[src/rtl/eth_gmii_rx.sv]
// GMII RX parser: strips preamble/SFD, filters dst MAC / IPv4 / UDP, streams the UDP payload two cycles behind gmii_rx.
// Optional ETH_RX_FCS_CHECK_EN: CRC-32 FCS check, payload buffered so the final pl_eof waits for the verdict.

`ifdef ETH_RX_FCS_CHECK_EN
module eth_gmii_rx_fifo #(
    parameter int W     = 11,
    parameter int DEPTH = 2048
) (
    input  logic         clk_125m,
    input  logic         rst_n,
    input  logic         push,
    input  logic [W-1:0] push_dat,
    input  logic         pop,
    output logic [W-1:0] head,
    output logic         empty
);
    localparam int AW = $clog2(DEPTH);

    logic [W-1:0]  mem [DEPTH];
    logic [AW-1:0] wr_ptr, rd_ptr;
    logic [AW:0]   used;
    logic          do_push, do_pop;

    assign empty   = (used == '0);
    assign do_push = push && (used != (AW+1)'(DEPTH));
    assign do_pop  = pop && !empty;
    assign head    = mem[rd_ptr];

    always_ff @(posedge clk_125m) begin
        if (do_push) mem[wr_ptr] <= push_dat;
    end

    always_ff @(posedge clk_125m or negedge rst_n) begin
        if (!rst_n) begin
            wr_ptr <= '0;
            rd_ptr <= '0;
            used   <= '0;
        end else begin
            if (do_push) wr_ptr <= wr_ptr + AW'(1);
            if (do_pop)  rd_ptr <= rd_ptr + AW'(1);
            used <= used + (AW+1)'(do_push) - (AW+1)'(do_pop);
        end
    end
endmodule
`endif

module eth_gmii_rx #(
    parameter logic [47:0] LOCAL_MAC   = 48'h00_11_22_33_44_56,
    parameter int          MAX_PAYLOAD = 1472,
    parameter int          CNT_W       = 16
) (
    input  logic             clk_125m,
    input  logic             rst_n,
    input  logic [7:0]       gmii_rx,
    input  logic             gmii_rxv,
    input  logic             gmii_rxer,
    output logic [7:0]       pl_data,
    output logic             pl_valid,
    output logic             pl_sof,
    output logic             pl_eof,
    output logic [15:0]      pl_len,
    output logic [CNT_W-1:0] frame_ok_cnt,
    output logic [CNT_W-1:0] frame_drop_cnt
);
    typedef enum logic [2:0] {IDLE, PREAMBLE, ETH_HDR, IP_HDR, UDP_HDR, PAYLOAD, DRAIN} state_t;

    state_t      state, state_nx;
    logic [7:0]  rx_dat;
    logic        rx_vld, rx_er;
    logic [15:0] cnt, cnt_nx;
    logic        uc_ok, uc_ok_nx, bc_ok, bc_ok_nx;
    logic [7:0]  len_hi, len_hi_nx;
    logic [15:0] pl_len_nx, udp_len;
    logic        par_vld, par_sof, par_eof;
    logic [7:0]  par_dat;
    logic        frame_good, frame_bad, hdr_fail;
    logic        ok_inc, drop_inc;

    function automatic logic [7:0] mac_byte(input logic [2:0] idx);
        logic [47:0] sh;
        sh = LOCAL_MAC >> (6'd40 - 6'(idx) * 6'd8);
        return sh[7:0];
    endfunction

    always_comb begin
        state_nx   = state;
        cnt_nx     = cnt;
        uc_ok_nx   = uc_ok;
        bc_ok_nx   = bc_ok;
        len_hi_nx  = len_hi;
        pl_len_nx  = pl_len;
        par_vld    = 1'b0;
        par_sof    = 1'b0;
        par_eof    = 1'b0;
        par_dat    = 8'h00;
        frame_good = 1'b0;
        frame_bad  = 1'b0;
        hdr_fail   = 1'b0;
        udp_len    = {len_hi, rx_dat};
        case (state)
            IDLE: if (rx_vld) begin
                cnt_nx = 16'd1;
                if (rx_dat == 8'h55) begin
                    state_nx = PREAMBLE;
                end else begin
                    state_nx  = DRAIN;
                    frame_bad = 1'b1;
                end
            end
            DRAIN: if (!rx_vld) state_nx = IDLE;
            default: if (!rx_vld || rx_er) begin
                // A falling rxv goes straight to IDLE so the next frame may follow after one idle cycle
                state_nx  = rx_vld ? DRAIN : IDLE;
                frame_bad = 1'b1;
                if (state == PAYLOAD) begin
                    par_vld = 1'b1;
                    par_eof = 1'b1;
                end
            end else begin
                cnt_nx = cnt + 16'd1;
                case (state)
                    PREAMBLE: begin
                        if (rx_dat == 8'hD5) begin
                            state_nx = ETH_HDR;
                            cnt_nx   = '0;
                        end else if (rx_dat != 8'h55 || cnt == 16'd7) begin
                            hdr_fail = 1'b1;
                        end
                    end
                    ETH_HDR: begin
                        if (cnt < 16'd6) begin
                            uc_ok_nx = (cnt == 16'd0 || uc_ok) && (rx_dat == mac_byte(cnt[2:0]));
                            bc_ok_nx = (cnt == 16'd0 || bc_ok) && (rx_dat == 8'hFF);
                            hdr_fail = !uc_ok_nx && !bc_ok_nx;
                        end
                        if (cnt == 16'd12 && rx_dat != 8'h08) hdr_fail = 1'b1;
                        if (cnt == 16'd13) begin
                            hdr_fail = (rx_dat != 8'h00);
                            state_nx = IP_HDR;
                            cnt_nx   = '0;
                        end
                    end
                    IP_HDR: begin
                        if (cnt == 16'd0 && rx_dat != 8'h45) hdr_fail = 1'b1;
                        if (cnt == 16'd9 && rx_dat != 8'h11) hdr_fail = 1'b1;
                        if (cnt == 16'd19) begin
                            state_nx = UDP_HDR;
                            cnt_nx   = '0;
                        end
                    end
                    UDP_HDR: begin
                        if (cnt == 16'd4) len_hi_nx = rx_dat;
                        if (cnt == 16'd5) begin
                            if (udp_len < 16'd8 || udp_len > 16'(MAX_PAYLOAD + 8)) hdr_fail = 1'b1;
                            else pl_len_nx = udp_len - 16'd8;
                        end
                        if (cnt == 16'd7) begin
                            cnt_nx = '0;
                            if (pl_len == 16'd0) begin
                                frame_good = 1'b1;
                                state_nx   = DRAIN;
                            end else begin
                                state_nx = PAYLOAD;
                            end
                        end
                    end
                    PAYLOAD: begin
                        par_vld = 1'b1;
                        par_dat = rx_dat;
                        par_sof = (cnt == 16'd0);
                        par_eof = (cnt == pl_len - 16'd1);
                        if (par_eof) begin
                            frame_good = 1'b1;
                            state_nx   = DRAIN;
                        end
                    end
                    default: ;
                endcase
                if (hdr_fail) begin
                    state_nx  = DRAIN;
                    frame_bad = 1'b1;
                end
            end
        endcase
    end

    always_ff @(posedge clk_125m or negedge rst_n) begin
        if (!rst_n) begin
            rx_dat         <= '0;
            rx_vld         <= 1'b0;
            rx_er          <= 1'b0;
            state          <= IDLE;
            cnt            <= '0;
            uc_ok          <= 1'b0;
            bc_ok          <= 1'b0;
            len_hi         <= '0;
            pl_len         <= '0;
            frame_ok_cnt   <= '0;
            frame_drop_cnt <= '0;
        end else begin
            rx_dat <= gmii_rx;
            rx_vld <= gmii_rxv;
            rx_er  <= gmii_rxer;
            state  <= state_nx;
            cnt    <= cnt_nx;
            uc_ok  <= uc_ok_nx;
            bc_ok  <= bc_ok_nx;
            len_hi <= len_hi_nx;
            pl_len <= pl_len_nx;
            if (ok_inc && frame_ok_cnt != '1)     frame_ok_cnt   <= frame_ok_cnt + CNT_W'(1);
            if (drop_inc && frame_drop_cnt != '1) frame_drop_cnt <= frame_drop_cnt + CNT_W'(1);
        end
    end

`ifdef ETH_RX_FCS_CHECK_EN
    logic [31:0] crc;
    logic        crc_run, ok_pend, pl_pend, vrd_vld, vrd_good;
    logic        fcs_done, fcs_good;
    logic [10:0] fifo_head;
    logic        fifo_empty, fifo_pop, head_err, head_sof, head_eof;

    function automatic logic [31:0] crc_byte(input logic [31:0] c, input logic [7:0] d);
        logic [31:0] r;
        r = c ^ {24'h0, d};
        for (int i = 0; i < 8; i++) r = r[0] ? ((r >> 1) ^ 32'hEDB88320) : (r >> 1);
        return r;
    endfunction

    function automatic logic [31:0] bit_rev(input logic [31:0] v);
        logic [31:0] r;
        for (int i = 0; i < 32; i++) r[i] = v[31-i];
        return r;
    endfunction

    assign fcs_done = crc_run && !rx_vld;
    assign fcs_good = (bit_rev(crc) == 32'hC704DD7B);
    assign ok_inc   = fcs_done && ok_pend && fcs_good;
    assign drop_inc = frame_bad || (fcs_done && ok_pend && !fcs_good);
    assign {head_err, head_sof, head_eof} = fifo_head[10:8];
    // Last payload byte of a good frame parks at the FIFO head until the FCS verdict arrives
    assign fifo_pop = !fifo_empty && (!head_eof || head_err || vrd_vld);

    eth_gmii_rx_fifo #(.W(11), .DEPTH(2048)) u_fifo (
        .clk_125m (clk_125m),
        .rst_n    (rst_n),
        .push     (par_vld),
        .push_dat ({frame_bad, par_sof, par_eof, par_dat}),
        .pop      (fifo_pop),
        .head     (fifo_head),
        .empty    (fifo_empty)
    );

    always_ff @(posedge clk_125m or negedge rst_n) begin
        if (!rst_n) begin
            crc      <= '1;
            crc_run  <= 1'b0;
            ok_pend  <= 1'b0;
            pl_pend  <= 1'b0;
            vrd_vld  <= 1'b0;
            vrd_good <= 1'b0;
            pl_valid <= 1'b0;
            pl_sof   <= 1'b0;
            pl_eof   <= 1'b0;
            pl_data  <= '0;
        end else begin
            if (state == PREAMBLE && state_nx == ETH_HDR) begin
                crc     <= '1;
                crc_run <= 1'b1;
                ok_pend <= 1'b0;
                pl_pend <= 1'b0;
            end else if (crc_run && rx_vld) begin
                crc <= crc_byte(crc, rx_dat);
            end
            if (frame_good) begin
                ok_pend <= 1'b1;
                pl_pend <= (state == PAYLOAD);
            end
            if (fcs_done) begin
                crc_run <= 1'b0;
                ok_pend <= 1'b0;
                pl_pend <= 1'b0;
                if (ok_pend && pl_pend) begin
                    vrd_vld  <= 1'b1;
                    vrd_good <= fcs_good;
                end
            end
            if (fifo_pop && head_eof && !head_err) vrd_vld <= 1'b0;
            pl_valid <= fifo_pop;
            pl_sof   <= fifo_pop && head_sof;
            pl_eof   <= fifo_pop && head_eof;
            // A failed FCS turns the held last byte into the zero-data error marker
            pl_data  <= (fifo_pop && !(head_eof && (head_err || !vrd_good))) ? fifo_head[7:0] : 8'h00;
        end
    end
`else
    assign ok_inc   = frame_good;
    assign drop_inc = frame_bad;

    always_ff @(posedge clk_125m or negedge rst_n) begin
        if (!rst_n) begin
            pl_valid <= 1'b0;
            pl_sof   <= 1'b0;
            pl_eof   <= 1'b0;
            pl_data  <= '0;
        end else begin
            pl_valid <= par_vld;
            pl_sof   <= par_sof;
            pl_eof   <= par_eof;
            pl_data  <= par_dat;
        end
    end
`endif

endmodule

[config.mk]
export PLATFORM = sky130hd
export DESIGN_NAME = eth_gmii_rx
export DESIGN_NICKNAME = d
export VERILOG_FILES = /design/src/rtl/eth_gmii_rx.sv
export SDC_FILE = /design/constraint.sdc
export NUM_CORES = 1
export LEC_CHECK = 0
export CAP_MARGIN = 30
export CORE_MARGIN = 10
export CORE_UTILIZATION = 30
export CTS_BUF_LIST = sky130_fd_sc_hd__clkbuf_4
export DETAILED_ROUTE_END_ITERATION = 6
export MAX_ROUTING_LAYER = met4
export PLACE_DENSITY = 0.52
export SLEW_MARGIN = 20
export SYNTH_ARGS = -nofsm -noshare
export SYNTH_HDL_FRONTEND = slang
export SYNTH_SLANG_ARGS = --single-unit
[constraint.sdc]
create_clock -name clk_125m -period 4.6 [get_ports clk_125m]
set_clock_uncertainty 0.15 [all_clocks]
set_input_delay 0.46 -clock clk_125m [delete_from_list [all_inputs] [get_ports clk_125m]]
set_output_delay 0.46 -clock clk_125m [all_outputs]
set_load 0.02 [all_outputs]
After elaboration in Yosys (flattened, before gate mapping)
Cells that the tools add are included.
{"block": "op_classes", "add_sub_neg": 6, "n_lt_le_gt_ge": 3, "n_eq_ne": 32, "n_shift": 1, "mux": 56, "bitwise": 4, "reduce_logical": 27}
{"cell": "16-bit 2-to-1 mux", "n": 6}
{"cell": "16-bit one-hot mux with 4 select lines", "n": 1}
{"cell": "16-bit by 1-bit adder with 16-bit output (second input constant)", "n": 3}
{"cell": "16-bit by 3-bit == test with 1-bit output (second input constant)", "n": 3}
{"cell": "16-bit by 4-bit == test with 1-bit output (second input constant)", "n": 3}
{"cell": "37-bit by 6-bit >> shifter with 8-bit output (first input constant)", "n": 1}
{"cell": "3-bit 2-to-1 mux", "n": 11}
{"cell": "16-bit logical NOT", "n": 2}
{"cell": "16-bit != test (second input constant)", "n": 2}
{"cell": "16-bit one-hot mux with 2 select lines", "n": 1}
{"cell": "1-bit 2-to-1 mux", "n": 28}
{"cell": "8-bit 2-to-1 mux", "n": 3}
{"cell": "6-bit != test (second input constant)", "n": 4}
{"cell": "16-bit == test", "n": 1}
{"cell": "16-bit by 5-bit == test with 1-bit output (second input constant)", "n": 1}
{"cell": "8-bit == test (second input constant)", "n": 2}
{"cell": "16-bit by 11-bit greater-than comparator with 1-bit output (second input constant)", "n": 1}
{"cell": "16-bit by 3-bit less-than comparator with 1-bit output (second input constant)", "n": 1}
{"cell": "16-bit by 4-bit less-than comparator with 1-bit output (second input constant)", "n": 1}
{"cell": "8-bit by 7-bit != test with 1-bit output (second input constant)", "n": 2}
{"cell": "16-bit by 1-bit subtractor with 16-bit output (second input constant)", "n": 1}
{"cell": "16-bit by 4-bit subtractor with 16-bit output (second input constant)", "n": 1}
{"cell": "3-bit one-hot mux with 5 select lines", "n": 1}
{"cell": "3-bit == test (second input constant)", "n": 3}
{"cell": "26 further kinds", "n": 46}
{"block": "totals", "regBits": 98, "input_bits": 12, "out_inout_bits": 59, "elab_cells": 144}

Longest topological paths before layout
Gate-level depths: netlist of the first run.
{"block": "logic_depth", "ltp_word": 16, "depth_mapped": 13, "mapped_depth_nobuf": 11}

Worst setup path after synthesis of the first run
OpenSTA, ideal clock, no wires.
{"block": "synth_path", "path_kind": "reg2reg", "from": "reg cnt[1]", "to": "reg frame_drop_cnt[14]", "setup_ns": 0.128, "arrival_time_ns": 2.986, "required_ns": 4.322, "slack_ns": 1.336, "stages_incl_launch_ff": 12, "path_buffers": 0, "synth_period_minus_slack_ns": 3.264, "cell_sequence": "dfrtp_1 inv_1 ha_1 or3_1 nand4_1 or4_4 nand2_2 a2111oi_4 nor4_4 o21a_4 or4b_1 mux2_1"}
{"block": "synth_between", "elab_chain_len": 16, "elab_cells_between_ends": 36, "cone_classes": "1 x add/sub; 1 x order compare; 6 x eq/ne; 1 x shift; 14 x mux; 13 x reduce/logical"}
{"element": "start: declaration", "line": "70", "source": "logic [15:0] cnt, cnt_nx;"}
{"element": "start signal: assignment", "line": "205", "source": "cnt <= cnt_nx;"}
{"element": "6-bit subtractor", "line": "81", "source": "sh = LOCAL_MAC >> (6'd40 - 6'(idx) * 6'd8);"}
{"element": "37-bit by 6-bit >> shifter with 8-bit output", "line": "81"}
{"element": "8-bit == test", "line": "132", "source": "uc_ok_nx = (cnt == 16'd0 || uc_ok) && (rx_dat == mac_byte(cnt[2:0]));"}
{"element": "1-bit logical AND", "line": "132"}
{"element": "1-bit logical NOT", "line": "134", "source": "hdr_fail = !uc_ok_nx && !bc_ok_nx;"}
{"element": "1-bit logical AND", "line": "134"}
{"element": "1-bit 2-to-1 mux", "line": "131", "source": "if (cnt < 16'd6) begin"}
{"element": "1-bit 2-to-1 mux", "line": "136", "source": "if (cnt == 16'd12 && rx_dat != 8'h08) hdr_fail = 1'b1;"}
{"element": "1-bit 2-to-1 mux", "line": "137", "source": "if (cnt == 16'd13) begin"}
{"element": "1-bit one-hot mux with 4 select lines (*)", "line": "121", "source": "case (state)"}
{"element": "1-bit 2-to-1 mux (*)", "line": "111", "source": "default: if (!rx_vld || rx_er) begin"}
{"element": "1-bit 2-to-1 mux (*)", "line": "100", "source": "case (state)"}
{"element": "1-bit 2-to-1 mux (*)", "line": "179", "source": "if (hdr_fail) begin"}
{"element": "1-bit 2-to-1 mux (*)", "line": "111"}
{"element": "1-bit one-hot mux with 2 select lines (*)", "line": "100"}
{"element": "1-bit logical AND (*)", "line": "211", "source": "if (drop_inc && frame_drop_cnt != '1) frame_drop_cnt <= frame_drop_cnt + CNT_W'(1);"}
{"element": "end signal: assignment", "line": "211"}
{"element": "end: declaration", "line": "63", "source": "output logic [CNT_W-1:0] frame_drop_cnt"}
Mark *: on every way between the ends. The rest lies on a longest branch, timed or not. The select of a mux whose other input is x is not followed.
A chain may end at the register's enable or synchronous reset.

Final worst setup path of the first run
{"block": "layout_path", "from": "reg pl_len[0]", "to": "reg state[0]"}
{"block": "layout_between", "elab_chain_len": 7, "elab_cells_between_ends": 11, "cone_classes": "1 x add/sub; 2 x eq/ne; 6 x mux; 2 x reduce/logical"}
{"element": "start: declaration", "line": "61", "source": "output logic [15:0] pl_len,"}
{"element": "start signal: assignment", "line": "209", "source": "pl_len <= pl_len_nx;"}
{"element": "branches (longest 7 deep; another with 16-bit by 1-bit subtractor with 16-bit output)"}
{"element": "end signal: assignment", "line": "204", "source": "state <= state_nx;"}
{"element": "end: declaration", "line": "67", "source": "state_t state, state_nx;"}
Several ways; the timed one is not identified. The select of a mux whose other input is x is not followed.

==> results by group, run 1 <==
Clock tree
  – Clk sinks: 98
  – Root buffer cell: sky130_fd_sc_hd__clkbuf_4
  – Clock tree from TritonCTS: done
  – Resized cells post-CTS: 0
  – Post-CTS Hold Fix Bufs: 1
  – Number of buffers created by CTS: 9
  – Post-CTS Setup Bufs: 0
  – H-tree depth reported by CTS: 3
  – Clock insertion delay at the later pin of the skew report: 460 ps
  – Largest buffer count on any clock path: 2
  – Clock transition at the registers of the reported paths: 150 ps

Power and ir drop
  – Power per standard cell area: 470 nW/um^2
  – Internal power: 1.79 mW
  – Share of power burned in the clock network: 0.147
  – VDD IR max: 0.319 mV
  – Switching fraction of total power: 0.435
  – Static leakage power: 2.84 nW
  – Power spent charging and discharging nets: 1.38 mW
  – Total Power Consumption: 3.17 mW
  – Combinational cell fraction of total power: 0.481
  – Reg power frac: 0.372

Synthesis
  – Number of synthesized register bits: 98
  – Number of synthesized flops with an enable pin: 0
  – Most instantiated flip-flop cell in the synthesis netlist: sky130_fd_sc_hd__dfrtp_1
  – Fraction of registers with async set or reset after synthesis: 1.00
  – Cell area after synthesis: 5700 sq um
  – Cell with the most instances after synthesis: sky130_fd_sc_hd__dfrtp_1
  – Number of synthesis warnings: 0
  – Mean post-synth cell area: 9.33 sq um
  – List of most frequent post-synthesis cells: sky130_fd_sc_hd__dfrtp_1 (98), sky130_fd_sc_hd__nand2_1 (57), sky130_fd_sc_hd__nor2_1 (44)
  – Synth Instances: 611
  – Fraction of synthesized cell area taken by the top area cell type: 0.430
  – Cell variety after synth: 63
  – Total nets after synthesis: 635
  – Cell taking the most area after synthesis: sky130_fd_sc_hd__dfrtp_1
  – Biggest area contributors in the synthesized netlist: sky130_fd_sc_hd__dfrtp_1 (43%), sky130_fd_sc_hd__xnor2_1 (6.3%), sky130_fd_sc_hd__nand2_1 (3.8%)
  – Part of the Yosys area used for sequential elements: 0.430

Timing
  – Achievable Freq: 267 MHz
  – Final Hold Fails: 0
  – Final setup margin: 852 ps
  – Setup violations, final: 0
  – Slew @ Worst Pin: 795 ps
  – Count of final max-slew check failures: 0
  – Crit path time final: 3750 ps
  – Tcrit/Tclk final: 0.815
  – Worst slew margin relative to its limit: 0.470
  – Setup repair after global routing missed its margin: false
  – Accumulated negative setup slack: 0 ps

Detailed routing
  – Mean number of vias per cell: 5.18
  – Routed via count: 4714
  – Number of DRC markers after the initial detailed-route iteration: 238
  – Count of unresolved DRC violations after routing: 0
  – Detail-routed net length per standard cell: 17.0 microns
  – Final ANT Viol Nets: 0
  – First-pass iteration count of the detailed router: 4
  – Final routed wirelength across all metal layers: 15.5 mm

Layout
  – Layout cells sized above 1: 0.0769
  – Layout net count: 695
  – Antenna diode count: 0
  – Filler cell count: 1881
  – Signed area change from the synthesized netlist to the final layout: 18.3%
  – Number of cells in the finished layout apart from fillers: 910

Floorplan
  – Floorplan die height: 158 microns
  – Placeable core area: 18700 sq um
  – Initial core utilization: 0.305
  – Width of the die: 158 microns
  – Top Ports: 71
  – Standard-cell row count: 50
  – Floorplan die area: 24900 sq um

Setup path
  – Worst R2R Setup Slack: 850 ps
  – Category of the critical setup timing path: register to register
  – Capture point of the worst reg-to-reg path: state[0]
  – Endpoint type of the worst setup path: register
  – Worst Reg-to-Reg Cells: 11
  – Reg2Reg Launch Point: pl_len[0]
  – WP data arrival: 3960 ps
  – Critical path peak fanout: 6
  – Critical path required time: 4810 ps
  – Crit start category: register

Min path
  – End point of the worst hold path: rx_dat[7]
  – Hold Path Stages: 1
  – Min-delay src: gmii_rx[7]
  – Class of the tightest hold or removal check: input port to register

Global route
  – Maximum number of pins on one net before global-route repair: 51
  – Number of antenna violations at the first check in global routing: 0
  – Global route total overflow: 0
  – Global-route wire length before repair: 26.1 mm
  – Vias in the first global route: 4868
  – Overall Global Routing Usage: 0.133

Run status
  – Status: finished, final reports clean

Placement
  – Port Buffer Count: 70
  – Cell count after placement: 893
  – Post-placement worst setup slack: 952 ps
  – Last weighted congestion value of the routability-driven placer: 0.856
  – Detailed placer's ending HPWL: 11.4 mm

Flow run
  – Max-cap violations: 0
## worst max-delay path by stage
stage,from,to,slack [ps],cells past startpoint
CTS,pl_len[0],state[0],890,11
finish,pl_len[0],state[0],850,11
global route,pl_len[0],state[0],550,11
detailed placement,pl_len[0],state[0],950,11
floorplan,cnt[1],frame_drop_cnt[14],1340,11
global placement,cnt[2],frame_drop_cnt[14],1090,10
## power by group through the flow
| stage | Sequential (mW) | Combinational (mW) | Clock, mW |
|---|---|---|---|
| floorplan | 1.15 | 1.08 | 0 |
| global placement | 1.19 | 1.50 | 0 |
| detailed placement | 1.20 | 1.52 | 0 |
| CTS | 1.18 | 1.53 | 0.495 |
| global route | 1.21 | 1.72 | 0.527 |
| finish | 1.18 | 1.53 | 0.467 |
## state kept, by name, indices dropped and copies added, names as in the netlist
name            cells
bc_ok               1
cnt                16
frame_drop_cnt     16
frame_ok_cnt       16
len_hi              8
pl_data             8
pl_eof              1
pl_len             16
pl_sof              1
pl_valid            1
rx_dat              8
rx_er               1
rx_vld              1
state               3
uc_ok               1
## routing by layer
| layer | share of wire | track usage | routed length, microns | vias up |
|---|---|---|---|---|
| met4 | 0.012 | 0.0450 | 184 | 0 |
| met2 | 0.45 | 0.199 | 7030 | 125 |
| met5 | 0 | - | 0 | - |
| met3 | 0.045 | 0.0233 | 697 | 15 |
| li1 | - | - | - | 2270 |
| met1 | 0.49 | 0.177 | 7600 | 2304 |
## cell families after synthesis
logic type | after synthesis | synth area share
adder cells (fa/ha/maj) | 12 | 0.0263
flip-flops | 98 | 0.430
AND/OR/NAND/NOR | 268 | 0.258
AO/OA/AOI/OAI | 95 | 0.108
XOR/XNOR | 63 | 0.0968
buffers and inverters | 54 | 0.0408
multiplexers | 21 | 0.0408
## worst max-delay path, cell delays in order (launching register included)
cell and delay, ps:
sky130_fd_sc_hd__dfrtp_1 470, sky130_fd_sc_hd__inv_1 110, sky130_fd_sc_hd__ha_1 260, sky130_fd_sc_hd__nor4b_2 460, sky130_fd_sc_hd__nor3b_1 410, sky130_fd_sc_hd__nor2b_1 180, sky130_fd_sc_hd__a21oi_1 70, sky130_fd_sc_hd__o22ai_1 150
sky130_fd_sc_hd__nand4b_1 330, sky130_fd_sc_hd__a31o_2 370, sky130_fd_sc_hd__a21boi_1 300, sky130_fd_sc_hd__mux2_2 380
## metrics by stage
| step | hold WS [ps] | area (sq um) | util |
|---|---|---|---|
| 2_1_floorplan | 14.4 | 5700 | - |
| 3_3_place_gp | 328 | 6600 | 0.353 |
| 3_5_place_dp | 326 | 6600 | 0.353 |
| 4_1_cts | 209 | 6750 | 0.361 |
| 5_1_grt | 214 | 6750 | 0.361 |
| 6_report | 264 | 6750 | 0.361 |
## cell usage in the layout, fill, tap and decap left out, drive strengths merged, types with 14 or more instances in the layout
cell           instances
nand3                 28
o21ai                 33
xnor2                 41
nand2                 58
a21oi                 23
nor3                  32
clkdlybuf4s50         69
inv                   27
and3                  22
nand4                 14
xor2                  22
mux2                  18
nor2                  44
dfrtp                 98
## layout make-up
type,count,area (sq um),share of cell area
clock buffer,9,67.6,0.0100
clock inverter,7,68.8,0.0102
inverter,26,97.6,0.0145
multi-input combinational,459,3020,0.447
sequential,98,2450,0.363
tap,234,293,0.0434
timing repair buffer,77,751,0.111
No activity file was read; power rests on OpenSTA's default activity.
==> run 2, diff against run 1 <==
--- a/config.mk
+++ b/config.mk
@@ -11,7 +11,7 @@
 export CTS_BUF_LIST = sky130_fd_sc_hd__clkbuf_4
 export DETAILED_ROUTE_END_ITERATION = 6
 export MAX_ROUTING_LAYER = met4
-export PLACE_DENSITY = 0.52
+export PLACE_DENSITY = 0.54
 export SLEW_MARGIN = 20
 export SYNTH_ARGS = -nofsm -noshare
 export SYNTH_HDL_FRONTEND = slang
==> constraint.sdc (replaced) <==
create_clock -name clk_125m -period 3 [get_ports clk_125m]
set_clock_uncertainty 0.15 [all_clocks]
set_input_delay 0.3 -clock clk_125m [delete_from_list [all_inputs] [get_ports clk_125m]]
set_output_delay 0.3 -clock clk_125m [all_outputs]
set_load 0.02 [all_outputs]
==> run 2 against run 1 <==
  * The run now ends with negative setup slack left
  * Register-to-register slack lost 990 ps
  * Core utilization grew 6.0 points
  * Worst setup slack lost 990 ps
  * Via count grew 10%
  * Maximum frequency grew 20%
  * Combinational power grew 130%
  * Hold slack lost 170 ps
  * Routed wire length grew 11%
  * Flip-flop and latch count is the same
  * Largest cell class unchanged
==> results by group, run 2 (same netlist as run 1, synthesis figures left out) <==
Run status
  – Status: finished, violations left
  – Failing checks: negative setup slack

Setup path
  – Critical Path, Cell by Cell: buf_4 -> ha_4 -> or3_1 -> and3_1 -> or4_4 -> nor2_4 -> a2111oi_4 -> nor4_4 -> o21a_4 -> buf_6 -> nor3_1 -> mux2_2
  – Launch point of the critical path: cnt[0]
  – CP top delay family: simple AND/OR/NAND/NOR gates
  – Reg2Reg Launch Point: cnt[0]
  – WP data arrival: 3350 ps
  – Worst Reg-to-Reg Cells: 12
  – Capture point of the worst reg-to-reg path: frame_drop_cnt[12]
  – Critical path required time: 3220 ps
  – Worst R2R Setup Slack: -140 ps
  – Crit start category: register
  – Cell with the biggest individual delay on the critical path: sky130_fd_sc_hd__or4_4
  – Termination of the worst setup path: frame_drop_cnt[12]
  – Stage delay of the slowest cell on the critical path: 580 ps
  – Endpoint type of the worst setup path: register
  – Critical path depth: 12
  – Critical path peak fanout: 6
  – Worst path bufs/invs: 2
  – Category of the critical setup timing path: register to register

Global route
  – Vias in the first global route: 5404
  – Global route total overflow: 0
  – Number of antenna violations at the first check in global routing: 0
  – Overall Global Routing Usage: 0.145
  – Maximum number of pins on one net before global-route repair: 41
  – Global-route wire length before repair: 28.3 mm

Placement
  – Detailed placer's ending HPWL: 12.8 mm
  – Last weighted congestion value of the routability-driven placer: 0.930
  – Post-placement worst setup slack: -151 ps
  – Area of placed instances: 7370 sq um
  – Port Buffer Count: 70

Timing
  – Worst slew margin relative to its limit: 0.635
  – Count of final max-slew check failures: 0
  – Accumulated negative setup slack: -1200 ps
  – Setup repair after global routing missed its margin: true
  – Crit path time final: 3140 ps
  – Final setup margin: -135 ps
  – Slew @ Worst Pin: 548 ps
  – Final Hold Fails: 0
  – Setup violations, final: 28
  – Achievable Freq: 319 MHz
  – Tcrit/Tclk final: 1.05

Clock tree
  – Root buffer cell: sky130_fd_sc_hd__clkbuf_4
  – Clk sinks: 98
  – Largest buffer count on any clock path: 2
  – Clock transition at the registers of the reported paths: 150 ps
  – Clock insertion delay at the later pin of the skew report: 470 ps
  – Clock tree from TritonCTS: done
  – H-tree depth reported by CTS: 3
  – Number of buffers created by CTS: 9

Detailed routing
  – Count of unresolved DRC violations after routing: 0
  – Final ANT Viol Nets: 0
  – Number of DRC markers after the initial detailed-route iteration: 203
  – Detail-routed net length per standard cell: 16.9 microns
  – First-pass iteration count of the detailed router: 5
  – Mean number of vias per cell: 5.14
  – Final routed wirelength across all metal layers: 17.1 mm
  – Routed via count: 5200

Power and ir drop
  – Reg power frac: 0.279
  – Switching fraction of total power: 0.404
  – Power spent charging and discharging nets: 2.40 mW
  – Static leakage power: 3.53 nW
  – VDD IR max: 0.520 mV
  – Total Power Consumption: 5.95 mW
  – Power per standard cell area: 756 nW/um^2
  – Internal power: 3.55 mW
  – Combinational cell fraction of total power: 0.604
  – Share of power burned in the clock network: 0.117

Floorplan
  – Width of the die: 158 microns
  – Floorplan die area: 24900 sq um
  – Top Ports: 71
  – Standard-cell row count: 50
  – Floorplan die height: 158 microns
  – Initial core utilization: 0.305
  – Placeable core area: 18700 sq um

Layout
  – Layout net count: 799
  – Most frequent standard cell in the layout excluding fill and tap cells: sky130_fd_sc_hd__buf_4
  – Filler cell count: 1817
  – Final core area utilization: 0.421
  – Layout cells sized above 1: 0.257
  – Signed area change from the synthesized netlist to the final layout: 38.0%
  – Commonest cells after routing, fill and taps aside: sky130_fd_sc_hd__buf_4 (99), sky130_fd_sc_hd__dfrtp_1 (97), sky130_fd_sc_hd__clkdlybuf4s50_1 (69), sky130_fd_sc_hd__nand2_1 (52), sky130_fd_sc_hd__nor2_1 (41)
  – Antenna diode count: 0
  – Post-route cell area: 7870 sq um

Flow run
  – Max-cap violations: 0

Min path
  – Class of the tightest hold or removal check: input port to register
==> run 2: power groups by stage <==
stage | Clock, mW | Combinational (mW) | Sequential [mW]
after floorplan | 0 | 1.74 | 1.77
after global placement | 0 | 3.18 | 1.68
after detailed placement | 0 | 3.24 | 1.68
after CTS | 0.738 | 3.45 | 1.66
after global routing | 0.789 | 3.92 | 1.69
final | 0.698 | 3.59 | 1.66
==> run 2: per-stage QoR <==
stage | hold WS [ps] | std cells
floorplan | -146 | 611
global placement | 323 | 984
detailed placement | 181 | 985
CTS | 50.4 | 1010
global route | 39.2 | 1012
finish | 97.6 | 1012
==> run 2: layer usage <==
metal,up-vias,global-route usage,part of all wire
met1,2543,0.185,0.46
li1,2485,-,-
met3,28,0.0274,0.044
met2,144,0.227,0.47
met5,-,-,0
met4,0,0.0445,0.022
==> run 2: worst register-to-register path: cells and delay by family (launching register included) <==
family          cells  cell delay [ps]
simple gates        6             1470
flops               1              460
buf+inv             2              270
compound gates      2              270
mux                 1              270
fa+ha+maj           1              150
==> run 2: area by class of cell <==
type	instances	area, sq um	area share
clock buffers	9	67.6	0.00859
clock inverters	5	56.3	0.00715
flip-flops and latches	98	2450	0.312
well taps	234	293	0.0372
inverters	26	97.6	0.0124
multi-input cells	459	3310	0.421
repair buffers	181	1590	0.202
==> run 2: worst min-delay path by stage <==
stage / startpoint / end / slack [ps] / cells after the start
6_report: gmii_rx[6] / rx_dat[6] / 100 / 1
5_1_grt: gmii_rx[6] / rx_dat[6] / 40 / 1
4_1_cts: gmii_rx[6] / rx_dat[6] / 50 / 1
3_5_place_dp: rst_n / pl_len[11] / 180 / 1
3_3_place_gp: frame_drop_cnt[6] / frame_drop_cnt[6] / 320 / 1
2_1_floorplan: rst_n / bc_ok / -150 / 0
==> run 2: repair_timing <==
action / in CTS / in global routing
gates cloned: 1 / 0
hold endpoints to repair: 37 / 0
hold buffers: 1 / 0
pin swaps: 19 / 20
setup endpoints to repair: 24 / 35
gates resized for setup: 32 / 30
setup buffers: 9 / 3
==> run 3, diff against run 2 <==
--- a/config.mk
+++ b/config.mk
@@ -9,6 +9,7 @@
 export CORE_MARGIN = 10
 export CORE_UTILIZATION = 30
 export CTS_BUF_LIST = sky130_fd_sc_hd__clkbuf_4
+export CTS_CLUSTER_SIZE = 12
 export DETAILED_ROUTE_END_ITERATION = 6
 export MAX_ROUTING_LAYER = met4
 export PLACE_DENSITY = 0.54
==> results of run 3 <==
Final layout, timing and power as in run 2 (identical DEF).
